## src/rtl/dds_sweep_pkg.sv

```systemverilog
// Shared types and defaults for the DDS frequency-sweep sequencer.
package dds_sweep_pkg;

  localparam int unsigned PHASE_W_DEF = 32;
  localparam int unsigned DWELL_W_DEF = 16;

  typedef enum logic [1:0] {
    IDLE = 2'd0,
    RUN  = 2'd1,
    STEP = 2'd2
  } state_t;

  typedef enum logic {
    DOWN = 1'b0,
    UP   = 1'b1
  } dir_t;

endpackage

```

## src/rtl/dds_dwell_timer.sv

```systemverilog
// Loadable dwell down-counter; expire flags the cycle whose edge brings the count to zero.
module dds_dwell_timer #(
  parameter int unsigned W = 16
) (
  input  logic         clk,
  input  logic         reset,
  input  logic         load,
  input  logic [W-1:0] value,
  output logic         expire
);

  logic [W-1:0] count;

  always_ff @(posedge clk or negedge reset) begin
    if (!reset) begin
      count <= '0;
    end else if (load) begin
      count <= value;
    end else if (count != '0) begin
      count <= count - 1'b1;
    end
  end

  assign expire = (count == W'(1));

endmodule

```

## src/rtl/dds_sweep_ctrl.sv

```systemverilog
// Frequency-sweep sequencer feeding the DDS phase increment: stepped start->stop sweep
// with per-value dwell, single or repeating, up or down, abortable.
module dds_sweep_ctrl
  import dds_sweep_pkg::*;
#(
  parameter int unsigned PHASE_W = PHASE_W_DEF,
  parameter int unsigned DWELL_W = DWELL_W_DEF
) (
  input  logic               clk,
  input  logic               reset,
  input  logic               start,
  input  logic               abort,
  input  logic               repeat_en,
  input  logic [PHASE_W-1:0] f_start,
  input  logic [PHASE_W-1:0] f_stop,
  input  logic [PHASE_W-1:0] f_step,
  input  logic [DWELL_W-1:0] dwell,
  output logic [PHASE_W-1:0] phase_inc,
  output logic               busy,
  output logic               step_stb,
  output logic               done
);

  state_t             state, state_nx;
  dir_t               dir_sh;
  logic [PHASE_W-1:0] start_sh, stop_sh, step_sh;
  logic [DWELL_W-1:0] dwell_sh;
  logic               rep_sh;

  logic [PHASE_W-1:0] phase_inc_nx;
  logic               busy_nx, step_stb_nx, done_nx;
  logic               tmr_load, tmr_expire;
  logic [DWELL_W-1:0] tmr_value;

  logic [PHASE_W:0]   next_sum;
  logic               sweep_end;
  logic               capture;

  assign capture = (state == IDLE) && start && !abort;

  dds_dwell_timer #(.W(DWELL_W)) u_dwell (
    .clk    (clk),
    .reset  (reset),
    .load   (tmr_load),
    .value  (tmr_value),
    .expire (tmr_expire)
  );

  always_ff @(posedge clk or negedge reset) begin
    if (!reset) begin
      start_sh <= '0;
      stop_sh  <= '0;
      step_sh  <= '0;
      dwell_sh <= '0;
      rep_sh   <= 1'b0;
      dir_sh   <= DOWN;
    end else if (capture) begin
      start_sh <= f_start;
      stop_sh  <= f_stop;
      step_sh  <= f_step;
      dwell_sh <= dwell;
      rep_sh   <= repeat_en;
      dir_sh   <= (f_stop >= f_start) ? UP : DOWN;
    end
  end

  // Bit PHASE_W carries the add carry or the subtract borrow.
  always_comb begin
    if (dir_sh == UP) begin
      next_sum = {1'b0, phase_inc} + {1'b0, step_sh};
    end else begin
      next_sum = {1'b0, phase_inc} - {1'b0, step_sh};
    end
  end

  always_comb begin
    sweep_end = 1'b0;
    if (step_sh == '0 || next_sum[PHASE_W]) begin
      sweep_end = 1'b1;
    end else if (dir_sh == UP) begin
      sweep_end = (next_sum[PHASE_W-1:0] > stop_sh);
    end else begin
      sweep_end = (next_sum[PHASE_W-1:0] < stop_sh);
    end
  end

  always_ff @(posedge clk or negedge reset) begin
    if (!reset) begin
      state <= IDLE;
    end else begin
      state <= state_nx;
    end
  end

  // A zero dwell skips RUN entirely: every cycle is an evaluation cycle.
  always_comb begin
    state_nx = state;
    unique case (state)
      IDLE: if (capture) state_nx = (dwell == '0) ? STEP : RUN;
      RUN: begin
        if (abort)           state_nx = IDLE;
        else if (tmr_expire) state_nx = STEP;
      end
      STEP: begin
        if (abort)                     state_nx = IDLE;
        else if (sweep_end && !rep_sh) state_nx = IDLE;
        else                           state_nx = (dwell_sh == '0) ? STEP : RUN;
      end
      default: state_nx = IDLE;
    endcase
  end

  always_comb begin
    phase_inc_nx = phase_inc;
    busy_nx      = busy;
    step_stb_nx  = 1'b0;
    done_nx      = 1'b0;
    tmr_load     = 1'b0;
    tmr_value    = dwell_sh;
    if (abort && state != IDLE) begin
      phase_inc_nx = '0;
      busy_nx      = 1'b0;
      tmr_load     = 1'b1;
      tmr_value    = '0;
    end else begin
      unique case (state)
        IDLE: begin
          if (capture) begin
            phase_inc_nx = f_start;
            busy_nx      = 1'b1;
            step_stb_nx  = 1'b1;
            tmr_load     = 1'b1;
            tmr_value    = dwell;
          end
        end
        STEP: begin
          if (sweep_end) begin
            done_nx = 1'b1;
            if (rep_sh) begin
              phase_inc_nx = start_sh;
              step_stb_nx  = 1'b1;
              tmr_load     = 1'b1;
            end else begin
              busy_nx = 1'b0;
            end
          end else begin
            phase_inc_nx = next_sum[PHASE_W-1:0];
            step_stb_nx  = 1'b1;
            tmr_load     = 1'b1;
          end
        end
        default: ;
      endcase
    end
  end

  always_ff @(posedge clk or negedge reset) begin
    if (!reset) begin
      phase_inc <= '0;
      busy      <= 1'b0;
      step_stb  <= 1'b0;
      done      <= 1'b0;
    end else begin
      phase_inc <= phase_inc_nx;
      busy      <= busy_nx;
      step_stb  <= step_stb_nx;
      done      <= done_nx;
    end
  end

endmodule

```

## config.mk

```make
export PLATFORM = sky130hd
export DESIGN_NAME = dds_sweep_ctrl
export DESIGN_NICKNAME = d
export VERILOG_FILES = /design/src/rtl/dds_sweep_pkg.sv /design/src/rtl/dds_dwell_timer.sv /design/src/rtl/dds_sweep_ctrl.sv
export SDC_FILE = /design/constraint.sdc
export NUM_CORES = 1
export LEC_CHECK = 0
export ABC_AREA = 1
export BUFFER_PORTS_ARGS = -buffer_cell sky130_fd_sc_hd__buf_2
export CAP_MARGIN = 30
export CORE_MARGIN = 2
export CORE_UTILIZATION = 24
export CTS_CLUSTER_DIAMETER = 200
export CTS_CLUSTER_SIZE = 8
export DETAILED_ROUTE_END_ITERATION = 8
export SYNTH_ARGS = -nofsm -noshare
export SYNTH_HDL_FRONTEND = slang
export SYNTH_SLANG_ARGS = --single-unit
export TNS_END_PERCENT = 10
```

## constraint.sdc

```tcl
create_clock -name clk -period 5.1 [get_ports clk]
set_input_delay 1.02 -clock clk [delete_from_list [all_inputs] [get_ports clk]]
set_output_delay 1.02 -clock clk [all_outputs]
set_load 0.01 [all_outputs]
```

### Word-level counts from Yosys, hierarchy flattened

Cells that the tools add are included.

| word-level totals | value |
|---|---|
| flip-flop bits (word level) | 167 |
| logic and storage cells | 81 |
| latch bits | 0 |
| memories kept | 0 |
| RAM bits | 0 |
| bits of input ports | 117 |
| output and inout port bits | 35 |
| ROM bits | 0 |

| operators by class | value |
|---|---|
| div/mod/pow operators | 0 |
| reduce and logical (&&, ||, !) cells | 18 |
| shift operators | 0 |
| muxes and demuxes | 36 |
| bitwise logic cells | 0 |
| equal/unequal tests | 9 |
| multipliers | 0 |
| add/sub/neg operators | 3 |
| magnitude comparators | 3 |

Operators with widths:

| kind | count |
|---|---|
| 2-to-1 mux 32 bit | 4 |
| 2-to-1 mux 16 bit | 5 |
| case mux 32 bit (2 select lines) | 1 |
| adder 32 x 32 -> 33 bit | 1 |
| 2-to-1 mux 33 bit | 1 |
| subtractor 32 x 32 -> 33 bit | 1 |
| >= comparator 32 bit | 1 |
| > comparator 32 bit | 1 |
| zero test 16 bit | 2 |
| zero test 32 bit | 1 |
| < comparator 32 bit | 1 |
| == test 16 x 1 -> 1 bit, second input constant | 1 |
| nonzero test 16 bit | 1 |
| subtractor 16 x 1 -> 16 bit, second input constant | 1 |
| 2-to-1 mux 1 bit | 15 |
| 2-to-1 mux 2 bit | 7 |
| inequality test 3 bit, second input constant | 3 |
| case mux 2 bit (3 select lines) | 1 |
| logical AND 1 bit | 4 |
| inequality test 4 bit, second input constant | 1 |
| case mux 1 bit (2 select lines) | 2 |
| AND reduction 4 bit | 1 |
| nonzero test 2 bit | 2 |
| inequality test 3 x 2 -> 1 bit, second input constant | 1 |
| 9 further kinds | 10 |

### Depth between registers and ports, before layout

| depth | value |
|---|---|
| depth after elaboration | 9 |
| mapped depth | 40 |

### Modules after synthesis

Synthesis repeated with hierarchy kept, for this count alone.

| unflattened totals | value |
|---|---|
| cells, all modules | 1709 |
| area total of the unflattened synthesis | 12117.9 um^2 |

By module, submodules not included:

| module | cells an instance | area an instance (um^2) | sequential area each (um^2) | instances |
|---|---|---|---|---|
| dds_sweep_ctrl | 1546 | 10949.3 | 3778.6 | 1 |
| dds_dwell_timer | 163 | 1168.6 | 400.4 | 1 |

### Least setup slack after synthesis

OpenSTA, ideal clock, no wires.

| timing path | value |
|---|---|
| kind | flip-flop to flip-flop |
| start point | register step_sh[0] |
| end point | register u_dwell.count[10] |
| data required time | 4.981 ns |
| setup slack | 0.597 ns |
| arrival | 4.384 ns |
| cell stages (with the launch flop) | 37 |
| setup time | 0.119 ns |
| clock period less this slack | 4.503 ns |
| buffers on the path | 1 |
| cell sequence | dfrtp_1 inv_1 ha_1 nand3_1 nor2_1 nand2_1 nor2_1 inv_1 nor3_1 and3_1 a21oi_1 xor2_1 ha_1 a21oi_1 o21ai_0 a21oi_1 o21ai_0 a31oi_1 nand2_1 xor2_1 ha_1 nand2_1 nor2_1 nand2_1 nor2_1 nand2_1 nand2_1 nand2_1 nand2_1 nand2_2 nand2_4 nand3_4 nand2_4 nand2_2 inv_2 buf_6 a21oi_2 |

| on the way | value |
|---|---|
| cells in the longest elaborated chain, start to end | 9 |
| elaborated cells on any way between the ends | 14 |
| classes of those cells | add/sub: 2; order compare: 2; mux: 7; reduce/logical: 3 |

Ends and longest elaborated chain:

| element | RTL line | source |
|---|---|---|
| start, declared | dds_sweep_ctrl.sv:26 | `logic [PHASE_W-1:0] start_sh, stop_sh, step_sh;` |
| start signal, assigned | dds_sweep_ctrl.sv:60 | `step_sh <= f_step;` |
| subtractor 32 x 32 -> 33 bit / adder 32 x 32 -> 33 bit (equally long branches) | dds_sweep_ctrl.sv:72, dds_sweep_ctrl.sv:70 |  |
| 2-to-1 mux 33 bit | dds_sweep_ctrl.sv:69 | `if (dir_sh == UP) begin` |
| < comparator 32 bit / > comparator 32 bit (equally long branches) | dds_sweep_ctrl.sv:83, dds_sweep_ctrl.sv:81 |  |
| 2-to-1 mux 1 bit | dds_sweep_ctrl.sv:80 | `end else if (dir_sh == UP) begin` |
| 2-to-1 mux 1 bit (*) | dds_sweep_ctrl.sv:78 | `if (step_sh == '0 \|\| next_sum[PHASE_W]) begin` |
| 2-to-1 mux 1 bit (*) | dds_sweep_ctrl.sv:137 | `if (sweep_end) begin` |
| case mux 1 bit (2 select lines) (*) | dds_sweep_ctrl.sv:126 | `unique case (state)` |
| 2-to-1 mux 1 bit (*) | dds_sweep_ctrl.sv:120 | `if (abort && state != IDLE) begin` |
| 2-to-1 mux 16 bit / nonzero test 2 bit (equally long branches) | -- |  |
| end signal, assigned | dds_dwell_timer.sv:18 | `count <= value;` |
| end signal, assigned | dds_dwell_timer.sv:20 | `count <= count - 1'b1;` |
| end, declared | dds_dwell_timer.sv:12 | `logic [W-1:0] count;` |

Mark *: on every way between the ends. The rest lies on a longest branch, timed or not.
A chain may end at the register's enable or synchronous reset.

### Final worst setup path

| timing path | value |
|---|---|
| start point | register step_sh[2] |
| end point | register u_dwell.count[0] |

Same word-level chain as after synthesis.

==> impl.org <==
** Routing
- The final layout contains routed wiring with a total length of 40,600 µm.
- Once detail routing completed, the nets flagged for antenna violations numbered 0.
- The detailed router finished its first iteration with between 700 and 800 violations.
- The first detailed-routing pass took 5 iterations.
- Summing over every cut layer, the via total after detailed routing is 11,300.
- In the routed design, unresolved DRC markers number 0.
- Dividing the detail-routed via count by the number of cells gives approximately 4.6.
- Wire per inst :: 16.5 µm

** Timing
- In the finished design, the share of the clock period the worst path needs comes to 1.02.
- Worst rel slew slack :: 0.401
- Sum Neg Setup Slack :: -2.83 ns
- Setup violations remaining at the end of the flow were counted as 48.
- Count of pins over their slew limit :: 0
- The total count of hold-check failures in the final report is 0.
- In the post-route analysis, the smallest setup slack over all paths is -0.100 ns.
- Clock Skews :: approximately 0.018 ns
- Timing would allow up to slightly below 200 MHz.
- For the pin with the worst max-slew slack, the measured transition is between 0.8 and 0.9 ns.
- Setup repair after global routing could not meet its margin everywhere.
- Fin crit period :: roughly 5.2 ns

** Clocking
- CTS saw between 150 and 200 sinks.
- Counting along the longest clock path gives a buffer depth of 2.
- Worst-Skew Late Latency :: 0.46 ns
- Clock transition at path regs :: approximately 0.080 ns
- Cts hold-fix bufs :: 0
- Buffer cell driving the clock tree root :: sky130_fd_sc_hd__clkbuf_16
- TritonCTS clock tree :: yes
- CTS Buf Count :: 17
- The H-tree was split into 4 levels.

** Worst setup path
- In this run the worst path has a maximum fanout of 8.
- Kind of end point of the critical path :: flop
- Library cell appearing most often on the critical path :: sky130_fd_sc_hd__nand2_1
- On the critical path, the stage with the largest delay is an instance of sky130_fd_sc_hd__dfrtp_1.
- Worst r2r dst :: u_dwell.count[0]
- Required time worst endpoint :: around 5.5 ns
- Measured in cells, the most critical reg-to-reg path has a length of 36.
- Register-to-register setup slack :: -0.10 ns
- Arrival time at the worst endpoint :: about 5.6 ns
- Crit path largest cell delay :: 0.41 ns
- RR Startpoint :: step_sh[2]
- Critical Path Start Type :: flop
- The critical path is of the reg2reg type.
- Capture point of the critical path :: u_dwell.count[0]
- Timing startpoint of the critical path :: step_sh[2]

** Run status
- Violations in the final reports :: setup timing
- Run status :: finished with violations

** Finish
- The top cell types in the final layout, fill and taps aside, are sky130_fd_sc_hd__nand2_1 (385), sky130_fd_sc_hd__inv_1 (174), sky130_fd_sc_hd__dfrtp_1 (167), sky130_fd_sc_hd__nor2_1 (152), sky130_fd_sc_hd__buf_2 (150).
- In the final layout, the share of cells above drive strength 1 is 0.262.
- With fillers left out, the area of the finished cells amounts to 0.0154 mm².
- The finished layout holds approximately 2,500 standard cells, fillers aside.
- Compared with the post-synthesis result, the final layout area differs by 32.4%.
- Number of nets in the layout :: ~2,100
- Most common cell after layout, fill and taps aside :: sky130_fd_sc_hd__nand2_1

** Placed design
- The count of buffers added on input and output ports is between 150 and 200.
- At the end of routability-driven placement, the weighted congestion stood at 0.910.
- At the placement stage, the worst setup path has a slack of -0.579 ns.
- Once placement finished, the instance area stood at between 0.01 and 0.015 mm².
- In this run, placement finished with an instance count of 2,405.
- Summed over all nets, the half-perimeter wirelength after detailed placement is just over 30,000 µm.

** Floorplan
- Y dimension of the die :: approximately 220 µm
- In this run the horizontal extent of the chip is 224 µm.
- Initial cell density of the core :: 0.244
- After floorplanning, the core was divided into 80 placement rows.
- The region available for standard cell placement spans about 0.048 mm².
- DIE AREA :: 0.0502 mm²
- Boundary Pins :: 152

** GRT
- In the global route stage, overall resource usage came out at 0.162.
- The initial antenna violation count is 8.
- The via count of the first global-routing pass was 11,400.
- Entering global routing, the biggest net connects about 180 pins.
- For this run the aggregate overflow at the end of global routing stands at 0.
- First-pass GRT wire length :: about 63,000 µm

** Logic synthesis
- During synthesis, Yosys emitted a total of 0 warnings.
- Count of flip-flops with a built-in enable after synthesis :: 0
- The number of nets handed over by synthesis was approximately 1,800.
- The cell area that synthesis handed to floorplanning was about 0.012 mm².
- In this run the mean area of a mapped cell was approximately 7.4 µm².
- Most used flip-flop cell after synthesis :: sky130_fd_sc_hd__dfrtp_1
- Share of flip-flops with an asynchronous set or reset :: 1.00
- Yosys mapped the design onto 44 distinct sky130hd cell types.
- The cell count after synthesis came out at ~1,600.
- Total of flip-flops plus latches after synthesis :: about 170
- Sequential-to-total area share from yosys stat :: 0.359

** Run
- The tool flagged a number of max-cap violations equal to 0.

** Worst hold path
- Min-delay worst type :: in2async
[layer usage]
| layer | routed length, µm | track usage | up-vias |
|---|---|---|---|
| met5 | 59 | 0 | - |
| met4 | 821 | 0.0486 | 10 |
| met3 | 2570 | 0.0362 | 57 |
| met2 | 19500 | 0.274 | 314 |
| met1 | 17700 | 0.206 | 5328 |
| li1 | - | - | 5624 |
[Yosys cell counts, drive strengths merged, types with 3 or more instances]
master    n  area share
o21a      3      0.0019
nor4     12      0.0065
a211oi    5      0.0032
nand4    18      0.0097
buf      20       0.014
nand3    74       0.033
o21bai    5      0.0032
nand2   428        0.14
a21o      4      0.0026
o31ai     3      0.0019
clkbuf   29      0.0094
xor2     52       0.039
mux2     15       0.015
inv     184       0.059
dfrtp   167        0.36
or2       3      0.0016
a31oi    10      0.0054
xnor2    17       0.013
ha      101        0.11
nor2    175       0.057
o21ai    76       0.033
a21oi   143       0.066
nor3     14      0.0060
[repair_timing]
item / in CTS / in global routing
resized for setup: 86 / 65
buffers inserted: 14 / 10
pin swaps: 48 / 34
cloned: 3 / 1
endpoints found under the setup margin: 53 / 53
[worst min-delay path by stage]
stage / start / cells past startpoint / to / slack, ns
2_1_floorplan: start_sh[10] / 2 / start_sh[10] / 0.45
5_1_grt: reset / 1 / dwell_sh[9] / 0.44
6_report: reset / 1 / dwell_sh[11] / 0.44
4_1_cts: reset / 1 / dwell_sh[8] / 0.43
3_5_place_dp: start_sh[29] / 2 / start_sh[29] / 0.47
3_3_place_gp: start_sh[29] / 2 / start_sh[29] / 0.47
[through the flow]
step | hold WS (ns) | util
after floorplan | 0.453 | -
after global placement | 0.470 | 0.291
after detailed placement | 0.474 | 0.291
after CTS | 0.434 | 0.315
after global routing | 0.445 | 0.322
final | 0.444 | 0.322
[flip-flops by register name, indices dropped and copies added (netlist names), 2 cells and up]
| signal | flops |
|---|---|
| start_sh | 32 |
| phase_inc | 32 |
| stop_sh | 32 |
| u_dwell.count | 16 |
| dwell_sh | 16 |
| state | 2 |
| step_sh | 32 |
[area by class of cell]
cell class	instances	area [µm²]
Antenna cell	2	5.00
Clock inverter	15	213
Fill cell	5091	32400
Tap cell	615	769
Timing Repair Buffer	297	2110
Sequential cell	167	4180
Inverter	184	703
Clock buffer	17	425
Multi-Input combinational cell	1169	6990
[kinds of logic after synthesis]
group / synth area share
AO/OA/AOI/OAI: 0.120
adder cells (fa/ha/maj): 0.110
flip-flops: 0.359
XOR/XNOR: 0.0520
AND/OR/NAND/NOR: 0.261
multiplexers: 0.0145
buffers and inverters: 0.0827
[critical path: cells and delay by family, from the launching register on]
family                     cells  cell delay, ns
and+or+nand+nor               19            1.92
AOI/OAI and AO/OA              7            1.08
buffers and inverters          6            0.71
adders and majority gates      2            0.58
xor gates and xnor gates       2            0.41
DFF                            1            0.41
Power is not shown: default switching activity piles up to over one toggle a cycle in this logic, so the estimate is an artifact.
